<file path="src/rtl/nibble_serial_adder_pkg.sv">
// Shared types and helpers for the nibble-serial adder (package nsa_pkg).
package nsa_pkg;

  typedef enum logic [1:0] {
    IDLE = 2'd0,
    RUN  = 2'd1,
    DONE = 2'd2
  } nsa_state_e;

  localparam int NIBBLE_W = 4;

  // Width of the nibble index counter; never narrower than one bit.
  function automatic int idx_width(input int n);
    if (n <= 1) begin
      return 1;
    end else begin
      return $clog2(n);
    end
  endfunction

endpackage

</file>
<file path="src/rtl/nibble_serial_adder_cla4_slice.sv">
// Combinational 4-bit carry-lookahead adder slice, shared across all nibble passes.
module cla4_slice (
  input  logic [3:0] i_a,
  input  logic [3:0] i_b,
  input  logic       i_cin,
  output logic [3:0] o_sum,
  output logic       o_cout
);

  logic [3:0] w_p;
  logic [3:0] w_g;
  logic [4:0] w_c;

  assign w_p = i_a ^ i_b;
  assign w_g = i_a & i_b;

  // Every carry is expanded in full generate/propagate form back to the slice carry-in.
  assign w_c[0] = i_cin;
  assign w_c[1] = w_g[0] | (w_p[0] & i_cin);
  assign w_c[2] = w_g[1] | (w_p[1] & w_g[0]) | (w_p[1] & w_p[0] & i_cin);
  assign w_c[3] = w_g[2] | (w_p[2] & w_g[1]) | (w_p[2] & w_p[1] & w_g[0])
                | (w_p[2] & w_p[1] & w_p[0] & i_cin);
  assign w_c[4] = w_g[3] | (w_p[3] & w_g[2]) | (w_p[3] & w_p[2] & w_g[1])
                | (w_p[3] & w_p[2] & w_p[1] & w_g[0])
                | (w_p[3] & w_p[2] & w_p[1] & w_p[0] & i_cin);

  assign o_sum  = w_p ^ w_c[3:0];
  assign o_cout = w_c[4];

endmodule

</file>
<file path="src/rtl/nibble_serial_adder.sv">
// WIDTH-bit adder that time-shares one cla4_slice, least significant nibble first.
// Optional macro NSA_SUB_EN adds a 'sub' port for a-b (borrow reported as cout=0).
module nibble_serial_adder
  import nsa_pkg::*;
#(
  parameter int WIDTH = 16
) (
  input  logic             clk,
  input  logic             rst_n,
  input  logic             in_valid,
  output logic             in_ready,
  input  logic [WIDTH-1:0] a,
  input  logic [WIDTH-1:0] b,
  input  logic             cin,
`ifdef NSA_SUB_EN
  input  logic             sub,
`endif
  output logic             out_valid,
  input  logic             out_ready,
  output logic [WIDTH-1:0] sum,
  output logic             cout
);

  localparam int NIB   = WIDTH / NIBBLE_W;
  localparam int IDX_W = idx_width(NIB);
  localparam logic [IDX_W-1:0] LAST_IDX = IDX_W'(NIB - 1);

  nsa_state_e       r_state;
  nsa_state_e       w_next_state;
  logic             w_accept;
  logic             w_step;

  logic [WIDTH-1:0] r_a;
  logic [WIDTH-1:0] r_b;
  logic [WIDTH-1:0] r_sum;
  logic             r_carry;
  logic [IDX_W-1:0] r_idx;
  logic             r_in_ready;
  logic             r_out_valid;

  logic [WIDTH-1:0] w_b_cap;
  logic             w_cin_cap;
  logic [3:0]       w_a_nib;
  logic [3:0]       w_b_nib;
  logic [3:0]       w_slice_sum;
  logic             w_slice_cout;

`ifdef NSA_SUB_EN
  // Subtraction is a + ~b + 1, so the operand is inverted once at capture.
  assign w_b_cap   = sub ? ~b : b;
  assign w_cin_cap = sub ? 1'b1 : cin;
`else
  assign w_b_cap   = b;
  assign w_cin_cap = cin;
`endif

  assign w_a_nib = r_a[{r_idx, 2'b00} +: 4];
  assign w_b_nib = r_b[{r_idx, 2'b00} +: 4];

  cla4_slice u_slice (
    .i_a    (w_a_nib),
    .i_b    (w_b_nib),
    .i_cin  (r_carry),
    .o_sum  (w_slice_sum),
    .o_cout (w_slice_cout)
  );

  always_ff @(posedge clk or negedge rst_n) begin
    if (!rst_n) begin
      r_state <= IDLE;
    end else begin
      r_state <= w_next_state;
    end
  end

  always_comb begin
    w_next_state = r_state;
    w_accept     = 1'b0;
    w_step       = 1'b0;
    case (r_state)
      IDLE: begin
        if (in_valid && r_in_ready) begin
          w_accept     = 1'b1;
          w_next_state = RUN;
        end else begin
          w_next_state = IDLE;
        end
      end
      RUN: begin
        w_step = 1'b1;
        if (r_idx == LAST_IDX) begin
          w_next_state = DONE;
        end else begin
          w_next_state = RUN;
        end
      end
      DONE: begin
        if (out_ready) begin
          w_next_state = IDLE;
        end else begin
          w_next_state = DONE;
        end
      end
      default: begin
        w_next_state = IDLE;
      end
    endcase
  end

  // Handshake flags follow the next state so they are valid for the whole cycle they cover.
  always_ff @(posedge clk or negedge rst_n) begin
    if (!rst_n) begin
      r_a         <= '0;
      r_b         <= '0;
      r_sum       <= '0;
      r_carry     <= 1'b0;
      r_idx       <= '0;
      r_in_ready  <= 1'b0;
      r_out_valid <= 1'b0;
    end else begin
      r_in_ready  <= (w_next_state == IDLE);
      r_out_valid <= (w_next_state == DONE);
      if (w_accept) begin
        r_a     <= a;
        r_b     <= w_b_cap;
        r_carry <= w_cin_cap;
        r_idx   <= '0;
      end else if (w_step) begin
        r_sum[{r_idx, 2'b00} +: 4] <= w_slice_sum;
        r_carry                    <= w_slice_cout;
        r_idx                      <= r_idx + IDX_W'(1);
      end
    end
  end

  assign in_ready  = r_in_ready;
  assign out_valid = r_out_valid;
  assign sum       = r_sum;
  assign cout      = r_carry;

endmodule

</file>
<file path="config.mk">
export PLATFORM = sky130hd
export DESIGN_NAME = nibble_serial_adder
export DESIGN_NICKNAME = d
export VERILOG_FILES = /design/src/rtl/nibble_serial_adder_pkg.sv /design/src/rtl/nibble_serial_adder_cla4_slice.sv /design/src/rtl/nibble_serial_adder.sv
export SDC_FILE = /design/constraint.sdc
export NUM_CORES = 1
export LEC_CHECK = 0
export BUFFER_PORTS_ARGS = -buffer_cell sky130_fd_sc_hd__buf_2
export CORE_MARGIN = 3
export CORE_UTILIZATION = 38
export DETAILED_ROUTE_END_ITERATION = 10
export PLACE_DENSITY = 0.69
export SLEW_MARGIN = 20
export SYNTH_ARGS = -nofsm -noshare
export SYNTH_HDL_FRONTEND = slang
export SYNTH_SLANG_ARGS = --single-unit
</file>
<file path="constraint.sdc">
create_clock -name clk -period 5.9 [get_ports clk]
set_input_delay 0.59 -clock clk [delete_from_list [all_inputs] [get_ports clk]]
set_output_delay 0.59 -clock clk [all_outputs]
set_load 0.02 [all_outputs]
</file>
==> results.toml <==
[synth]
synth_area_leader_cell = "dfrtp_1"
netlist.area_leader.share = 0.5464
syn-num-nets = 239
synth-xor-area-share = 0.006955
synth_edf_count = 0
synth_compound_area_frac = 0.07104
synth_seq_cells = 55
yosysWarnings = 0
async_flop_share = 1.000
synth.area.mux_share = 0.2146
synth_cell_types = 31
synthSimpleGateAreaFrac = 0.07104
syn_area_per_cell_um2 = 13.19
synth_top_family_by_area = "multiplexers"
synth-main-ff-cell = "dfrtp_1"
syn_area_um2 = 2519
synth_fa_ha_area_frac = 0.05763
syn_inst = 191
synth_area_leaders = "dfrtp_1 (55%), mux2_1 (12%), mux4_2 (7.2%)"
seq_area_frac_synth = 0.5464

[worst_setup_path]
critical_path_depth = 6
cp.required_ns = 6.08
crit_arrival_ns = 2.90
r2r_cells = 6
reg2reg_slack_ns = 3.18
crit_path_max_fanout = 17
cpPeakStageDelay_ns = 0.82
r2r-start = "r_idx[0]"
crit_buf_inv = 0
worst_path_max_delay_cell = "dfrtp_1"
crit_type = "flip-flop to flip-flop"
path_cells = "mux4_2, ha_1, a211oi_1, nor2_1, o31ai_1, o21ai_0"
startpoint = "r_idx[0]"
end_kind = "flip-flop"
cp_top_family = "flip-flops"
r2r_end = "sum[3]"
start_kind = "flip-flop"

[power_and_ir_drop]
p_per_area_nw_per_um2 = 605.9
ir_drop_mv = 0.3038
p_leak_nw = 1.399
power.total_mw = 1.783

[cts]
clk_latency_ns = 0.30
cts_buffers = 5
clockBufferDepth = 2
cts_tree = "built"
clk_pin_slew_ns = 0.10
cts_setup_buffers = 0
cts-root-buf = "clkbuf_8"
clock-sinks = 55
cts_hold_buffers = 0
htree_levels = 2
ctsResizeCount = 0

[grt]
first_global_vias = 1638
antenna_found_initial = 0
grt_use_total = 0.1383
gr-total-overflow = 0
grt_max_degree = 56
grt_first_pass_wirelength_um = 8204

[routing]
wire_per_inst_um = 15.08
drc = 0
vias = 1672
wirelength_um = 4901
firstDrtPassIters = 4
antenna_left = 0
vias_per_cell = 5.145
dr.first_iter.drc_count = 67

[sta]
period_needed_ns = 2.723
fin_tns_setup_ns = 0
fin_crit_sh = 0.4615
rsz0062_at_grt = "false"
max-slew-margin-rel = 0.5160
finalHoldViolCount = 0
setup_viol = 0
slew_viol_final = 0
max_freq_ghz = 0.3673
tightestPinTransition_ns = 0.7260
clock_skew_ns = 0.01030

[floorplan]
ios = 56
fp.dieH_um = 87.41
die_x_um = 87.41
core_um2 = 6386
start_util = 0.3944
dieArea_um2 = 7641
std_cell_rows = 29

[run_status]
status = "finished clean"

[placement]
placed_cells = 317
place_congestion = 0.7312
dpl.hpwl_um = 3778
port_buffers = 55

[cells_and_area]
fin_cells = 325
multi_input_area_um2 = 1076
n_antenna_cell = 0
seqCellArea_um2 = 1376
final_nets = 295
drive_gt1_frac = 0.3145
syn_to_final_growth_pct = 16.84
fill_cells = 598

[worst_hold_path]
hold_class = "primary input to asynchronous set/reset pin"

[job]
cap_violations = 0
[how the worst max path moves through the flow]
| stage | endpoint |
|---|---|
| after global placement | sum[11] |
| after CTS | sum[3] |
| after floorplan | cout |
| after global routing | sum[3] |
| final | sum[3] |
| after detailed placement | sum[3] |
[cell type report]
cell class,instances,share of cell area
Clock buffer,6,0.02466
Clock inverter,2,0.004252
Inverter,5,0.006378
Multi-Input combinational cell,123,0.3656
Sequential cell,55,0.4677
Tap cell,77,0.03274
Timing Repair Buffer,57,0.09864
[through the flow]
stage,setup WS [ns],instance area (um2),util,hold slack (ns)
floorplan,3.613,2519,-,0.2944
global placement,3.235,2858,0.4475,0.4585
detailed placement,3.148,2858,0.4475,0.4663
CTS,3.139,2943,0.4608,0.4265
global route,2.896,2943,0.4608,0.4563
finish,3.177,2943,0.4608,0.4063
[synth_stat cells (all sizes together), types with 2 or more instances]
cell type  instances
nor2               5
nor3b              2
a21o               3
dfrtp             55
xnor2              2
mux4               8
ha                10
o21bai             2
mux2              32
nand2             24
inv                5
o31ai              2
nand3              3
o21ai             18
buf                7
[state kept, by name, indices dropped and copies added, names as in the netlist]
| register | cells |
|---|---|
| cout | 1 |
| in_ready | 1 |
| out_valid | 1 |
| r_a | 16 |
| r_b | 16 |
| r_idx | 2 |
| r_state | 2 |
| sum | 16 |
[layout by cell type (no fill, tap or decap), types with 2 or more instances in the layout]
cell type	n
dfrtp_1	55
buf_2	55
mux2_1	27
nand2_1	24
o21ai_0	18
ha_1	10
mux4_2	8
inv_1	5
nor2_1	5
mux2_2	5
clkbuf_8	5
a21o_1	3
nand3_1	3
nor3b_1	2
o21bai_1	2
o31ai_1	2
xnor2_1	2
buf_4	2
[metal layers]
metal  track usage  part of all wire  vias up
met2        0.2144              0.48       40
met5             0                 0        -
li1              -                 -      790
met4       0.03487             0.010        0
met1        0.1948              0.46      838
met3       0.03406             0.051        4
[report_power, final]
part	internal, mW	switching, mW
clock	0.0832	0.116
sequential	0.554	0.142
combinational	0.411	0.477
total	1.05	0.735
[cell families (layout without fill, tap and decap cells)]
logic type | count (synthesis) | in the layout
AO/OA/AOI/OAI | 30 | 30
adder cells (fa/ha/maj) | 11 | 11
multiplexers | 40 | 40
buffers and inverters | 13 | 70
flip-flops | 55 | 55
XOR/XNOR | 2 | 2
AND/OR/NAND/NOR | 40 | 40
(Power assumes the default switching activity.)
